### config.mk
export PLATFORM = sky130hd
export DESIGN_NAME = uart_echo_engine
export DESIGN_NICKNAME = d
export VERILOG_FILES = /design/src/rtl/uart_echo_engine.sv
export SDC_FILE = /design/constraint.sdc
export NUM_CORES = 1
export LEC_CHECK = 0
export CORE_MARGIN = 1
export CORE_UTILIZATION = 35
export CTS_CLUSTER_DIAMETER = 40
export DETAILED_ROUTE_END_ITERATION = 7
export GPL_ROUTABILITY_DRIVEN = 0
export SKIP_CTS_REPAIR_TIMING = 1
export SYNTH_ARGS = -nofsm -noshare
export SYNTH_HDL_FRONTEND = slang
export SYNTH_SLANG_ARGS = --single-unit
### constraint.sdc
create_clock -name i_clk -period 4.6 [get_ports i_clk]
set_clock_uncertainty 0.15 [all_clocks]
set_input_delay 0.46 -clock i_clk [delete_from_list [all_inputs] [get_ports i_clk]]
set_output_delay 0.46 -clock i_clk [all_outputs]
set_load 0.05 [all_outputs]
### src/rtl/uart_echo_engine.sv
// UART echo/replay engine: buffers RX words in a FIFO and sends them back on TX, either
// immediately or as a whole line once the terminator word arrives.
module uart_echo_engine #(
  parameter int unsigned       DATA_W     = 8,
  parameter int unsigned       FIFO_DEPTH = 16,
  parameter logic [DATA_W-1:0] TERM_WORD  = 8'h55,
  parameter int unsigned       CNT_W      = 16
) (
  input  logic              i_clk,
  input  logic              i_reset,
  input  logic              i_activate,
  input  logic              i_mode,
  output logic              o_done,
  input  logic              i_rx_ready,
  input  logic [DATA_W-1:0] i_rx_data,
  input  logic              i_tx_busy,
  output logic              o_tx_start,
  output logic [DATA_W-1:0] o_tx_data,
  output logic              o_overflow,
  output logic [CNT_W-1:0]  o_tx_count
);

  localparam int unsigned       PTR_W     = $clog2(FIFO_DEPTH);
  localparam int unsigned       OCC_W     = PTR_W + 1;
  localparam logic [OCC_W-1:0] DEPTH_OCC = OCC_W'(FIFO_DEPTH);

  typedef enum logic [1:0] {StIdle, StRun, StDone} state_e;

  state_e r_state;
  state_e w_state_next;

  logic [DATA_W-1:0] r_mem [FIFO_DEPTH];
  logic [PTR_W-1:0]  r_wr_ptr;
  logic [PTR_W-1:0]  r_rd_ptr;
  logic [OCC_W-1:0]  r_occ;
  logic              r_mode;
  logic              r_term_seen;
  logic              r_overflow;
  logic              r_start_prev;
  logic [DATA_W-1:0] r_tx_data;
  logic [CNT_W-1:0]  r_tx_count;

  logic              w_run_act;
  logic              w_empty;
  logic              w_full;
  logic              w_pop_ok;
  logic              w_pop;
  logic              w_rx_take;
  logic              w_push;
  logic              w_drop;
  logic              w_is_term;
  logic              w_start_session;
  logic              w_flush;
  logic              w_drained;
  logic [DATA_W-1:0] w_head;

  assign w_run_act       = (r_state == StRun) && i_activate;
  assign w_empty         = (r_occ == '0);
  assign w_full          = (r_occ == DEPTH_OCC);
  assign w_pop_ok        = !w_empty && (!r_mode || r_term_seen);
  // r_start_prev is the guard cycle that lets the TX core raise busy after a pulse.
  assign w_pop           = w_run_act && w_pop_ok && !i_tx_busy && !r_start_prev;
  assign w_rx_take       = w_run_act && i_rx_ready && !r_term_seen;
  assign w_push          = w_rx_take && (!w_full || w_pop);
  assign w_drop          = w_rx_take && w_full && !w_pop;
  assign w_is_term       = (i_rx_data == TERM_WORD);
  assign w_start_session = (r_state == StIdle) && i_activate;
  assign w_flush         = w_start_session || ((r_state != StIdle) && !i_activate);
  assign w_head          = r_mem[r_rd_ptr];
  assign w_drained       = r_term_seen && w_empty && !i_tx_busy && !w_pop && !r_start_prev;

  // State register
  always_ff @(posedge i_clk) begin
    if (i_reset) begin
      r_state <= StIdle;
    end else begin
      r_state <= w_state_next;
    end
  end

  // Next-state logic
  always_comb begin
    w_state_next = r_state;
    unique case (r_state)
      StIdle: if (i_activate) w_state_next = StRun;
      StRun: begin
        if (!i_activate) begin
          w_state_next = StIdle;
        end else if (w_drained) begin
          w_state_next = StDone;
        end
      end
      StDone: if (!i_activate) w_state_next = StIdle;
      default: w_state_next = StIdle;
    endcase
  end

  // Outputs; tx_data shows the head during the pulse and the latched copy afterwards.
  always_comb begin
    o_done     = (r_state == StDone);
    o_tx_start = w_pop;
    o_tx_data  = w_pop ? w_head : r_tx_data;
    o_overflow = r_overflow;
    o_tx_count = r_tx_count;
  end

  always_ff @(posedge i_clk) begin
    if (w_push) begin
      r_mem[r_wr_ptr] <= i_rx_data;
    end
  end

  always_ff @(posedge i_clk) begin
    if (i_reset) begin
      r_wr_ptr <= '0;
      r_rd_ptr <= '0;
      r_occ    <= '0;
    end else if (w_flush) begin
      r_wr_ptr <= '0;
      r_rd_ptr <= '0;
      r_occ    <= '0;
    end else begin
      if (w_push) r_wr_ptr <= r_wr_ptr + 1'b1;
      if (w_pop)  r_rd_ptr <= r_rd_ptr + 1'b1;
      if (w_push && !w_pop) begin
        r_occ <= r_occ + 1'b1;
      end else if (w_pop && !w_push) begin
        r_occ <= r_occ - 1'b1;
      end
    end
  end

  always_ff @(posedge i_clk) begin
    if (i_reset) begin
      r_mode       <= 1'b0;
      r_term_seen  <= 1'b0;
      r_overflow   <= 1'b0;
      r_start_prev <= 1'b0;
      r_tx_data    <= '0;
      r_tx_count   <= '0;
    end else begin
      r_start_prev <= w_pop;
      if (w_start_session) begin
        r_mode      <= i_mode;
        r_term_seen <= 1'b0;
        r_overflow  <= 1'b0;
        r_tx_count  <= '0;
      end else begin
        if (w_pop) begin
          r_tx_data <= w_head;
          if (r_tx_count != '1) r_tx_count <= r_tx_count + 1'b1;
        end
        if (w_drop) r_overflow <= 1'b1;
        // The terminator ends the session even when it could not be buffered.
        if (w_rx_take && w_is_term) r_term_seen <= 1'b1;
      end
    end
  end

endmodule
==> run metrics <==
status=completed; maximum operating frequency=~0.26 GHz; I/O Pins=41; Hold Startpoint=r_tx_data[0]; DRC viols=0; Detailed Route WL=17.0 mm; Synth area leaders=edfxtp_1 (51%), dfxtp_1 (13%), mux2_2 (5.0%), mux2i_1 (2.8%), nor2_1 (2.5%); Clk pwr share=41.6%; reg2reg start=r_occ[0]; Yosys top cell area share=51.4%; Worst-path clk slew=0.06 ns; fin crit share=84.8%; Hold Path Depth=2; fillcell total=a little under 2,000; crit path max fanout=23; post-route ant nets=0; CTS Buf Count=17; Arr. time, crit path=approximately 3.3 ns; routed via count=4,781; Die Y=148 um; clk_lat worst skew=0.42 ns; RSZ-0062 raised after global routing=false; Comb pwr share=4.4%; Mapped Cells=572; dpl hpwl=11.3 mm; CP Class=reg -> out; crit-path cells=buf_12 > mux4_2 > nor2_1 > o21ai_0 > nand3_1 > nand2_1 > clkdlybuf4s50_1; Mapped Avg Cell Area=13.1 um2; largest net degree at the start of global routing=24; Post-synth EDFFs=128; vias in the first global route=roughly 4,700; first-pass GRT wire length=26.4 mm; Most used DFF post-synth=edfxtp_1; H-tree depth=4; clk sinks=175; dominant cell type by area after synthesis=edfxtp_1; sw frac=22.6%; Seq/Total Area, Yosys=64.0%; leak pwr=between 2 and 3 nW; DR pass1 iterations=4; Starting DRT DRC Count=323; Worst Path Required=between 3 and 4 ns; sequential cell fraction of total power=54.0%; relative slew slack=a little over two fifths; crit path capture type=primary output; initial cell density of the core=35.7%; Core Region=about 21,000 um2; Die ar.=between 20,000 and 25,000 um2; vias per inst=5.32; Commonest cells post-synth=edfxtp_1 (128), nor2_1 (49), dfxtp_1 (47), nand2_1 (43), mux2_2 (33); Die X=148 um; Yosys reg bits=175; average wire per standard cell=18.9 um; pwr dens=roughly 360 nW/um2; fraction of registers with async set/reset=0%; clock buffer depth=2; Final #Nets=roughly 640; row count=53; Hold Violations, Final=0; GRT overflow=0; Final setup viols=0; Final Max Slew Viols=0; share of post-route cells with drive strength above 1=15.2%; Setup Total Neg Slack=0 ns; root buffer selected by CTS=clkbuf_16; cell with the most instances after synthesis=edfxtp_1; CTS tree=yes; area grow syn2layout=16.7%; pin slew with the least headroom to its limit=0.863 ns; Worst Hold Class=reg -> reg; crit start category=flop; # port buffers=40; FF-to-FF path depth=11; Synth cell types=51; final hold slack=0.329 ns; Peak supply drop=roughly 0.21 mV; NetSw=0.000714 W; antenna violations before repair=0; Syn Nets=600; All-Layer GR Usage=16.3%; minimum clock period=3.90 ns; mapped cell area=7480 um2; Yosys warnings=0; slowest stage cell, crit path=dfxtp_2; Internal=around 0.0024 W; Max-cap violations=0; CP peak stage delay=between 0.7 and 0.8 ns; Inserted Diodes=0
==> metal layers <==
layer	part of all wire (%)	vias to the layer above	global-route usage (%)
met5	0	-	0
met4	2.7	0	7.11
met3	5.0	35	3.50
met2	49	147	26.0
met1	44	2348	21.3
li1	-	2251	-
==> sequential cells by signal (all words and copies together) (netlist names), named ones only <==
register	flops
o_overflow	1
o_tx_count	16
r_mem	128
r_mode	1
r_occ	5
r_rd_ptr	4
r_start_prev	1
r_state	2
r_term_seen	1
r_tx_data	8
r_wr_ptr	4
==> cell type report <==
| class | count | area [um2] | share of cell area, % |
|---|---|---|---|
| sequential | 175 | 4790 | 54.8 |
| timing repair buffer | 51 | 495 | 5.68 |
| multi-input combinational | 355 | 2520 | 28.9 |
| clock inverter | 13 | 113 | 1.29 |
| clock buffer | 18 | 429 | 4.92 |
| tap | 275 | 344 | 3.94 |
| inverter | 11 | 41.3 | 0.473 |
==> logic make-up (layout without fill, tap and decap cells) <==
family | count (synthesis) | count (layout) | synth area share [%]
AOI/OAI and AO/OA | 90 | 90 | 7.68
xor gates and xnor gates | 9 | 9 | 1.05
adders and majority gates | 14 | 14 | 2.44
buffers and inverters | 42 | 93 | 2.36
DFF | 175 | 175 | 64.0
muxes | 62 | 62 | 10.2
and+or+nand+nor | 180 | 180 | 12.3
==> cell usage in the layout, fill, tap and decap left out, drive strengths merged, types with 3 or more instances in the layout <==
cell type      Yosys  routed
mux2i             21      21
or2                3       3
o31ai              6       6
nor3               7       7
nand2b             4       4
and3               4       4
o22ai              8       8
clkinv             0      10
nand3             31      31
nand4              3       3
a221o              8       8
o21ai             22      22
inv               11      14
xor2               6       6
o221ai             8       8
ha                13      13
dfxtp             47      47
clkdlybuf4s50      0      40
nor4               6       6
clkbuf            19      18
mux2              33      33
or4                7       7
buf               12      11
xnor2              3       3
a21oi             28      28
nor2b              4       4
a31oi              3       3
nor2              51      51
nand2             43      43
mux4               8       8
edfxtp           128     128
or3                9       9
==> power groups by stage <==
| stage | Sequential, W | Clock (W) | Combinational [W] |
|---|---|---|---|
| floorplan | 0.00174 | 0 | 0.0000795 |
| global placement | 0.00174 | 0 | 0.000135 |
| detailed placement | 0.00174 | 0 | 0.000139 |
| CTS | 0.00170 | 0.00134 | 0.000140 |
| global route | 0.00171 | 0.00139 | 0.000153 |
| finish | 0.00171 | 0.00132 | 0.000140 |
==> worst max-delay path: cells and delay by family (launching register included) <==
family / cells / cell delay, ns
flip-flops: 1 / 0.72
multiplexers: 1 / 0.53
AO/OA/AOI/OAI: 1 / 0.21
AND/OR/NAND/NOR: 3 / 0.42
buffers and inverters: 2 / 0.97
==> path summary, 6_finish.rpt <==
| kind | endpoint | slack (ns) |
|---|---|---|
| worst max-delay path | o_tx_data[1] | 0.70 |
| worst min-delay path | r_tx_data[0] | 0.33 |
| worst max register to register | r_occ[4] | 1.06 |
| worst min register to register | r_tx_data[0] | 0.33 |
==> per-stage QoR <==
step           power, W  instances  utilization [%]  instance area, um2  setup slack (ns)
2_1_floorplan   0.00182        572                -                7480              1.03
3_3_place_gp    0.00187        867             39.1                8190             0.659
3_5_place_dp    0.00188        867             39.1                8190             0.581
4_1_cts         0.00318        898             41.6                8730             0.657
5_1_grt         0.00325        898             41.6                8730             0.471
6_report        0.00316        898             41.6                8730             0.698
Note: power is estimated with default switching activity, not from simulation.
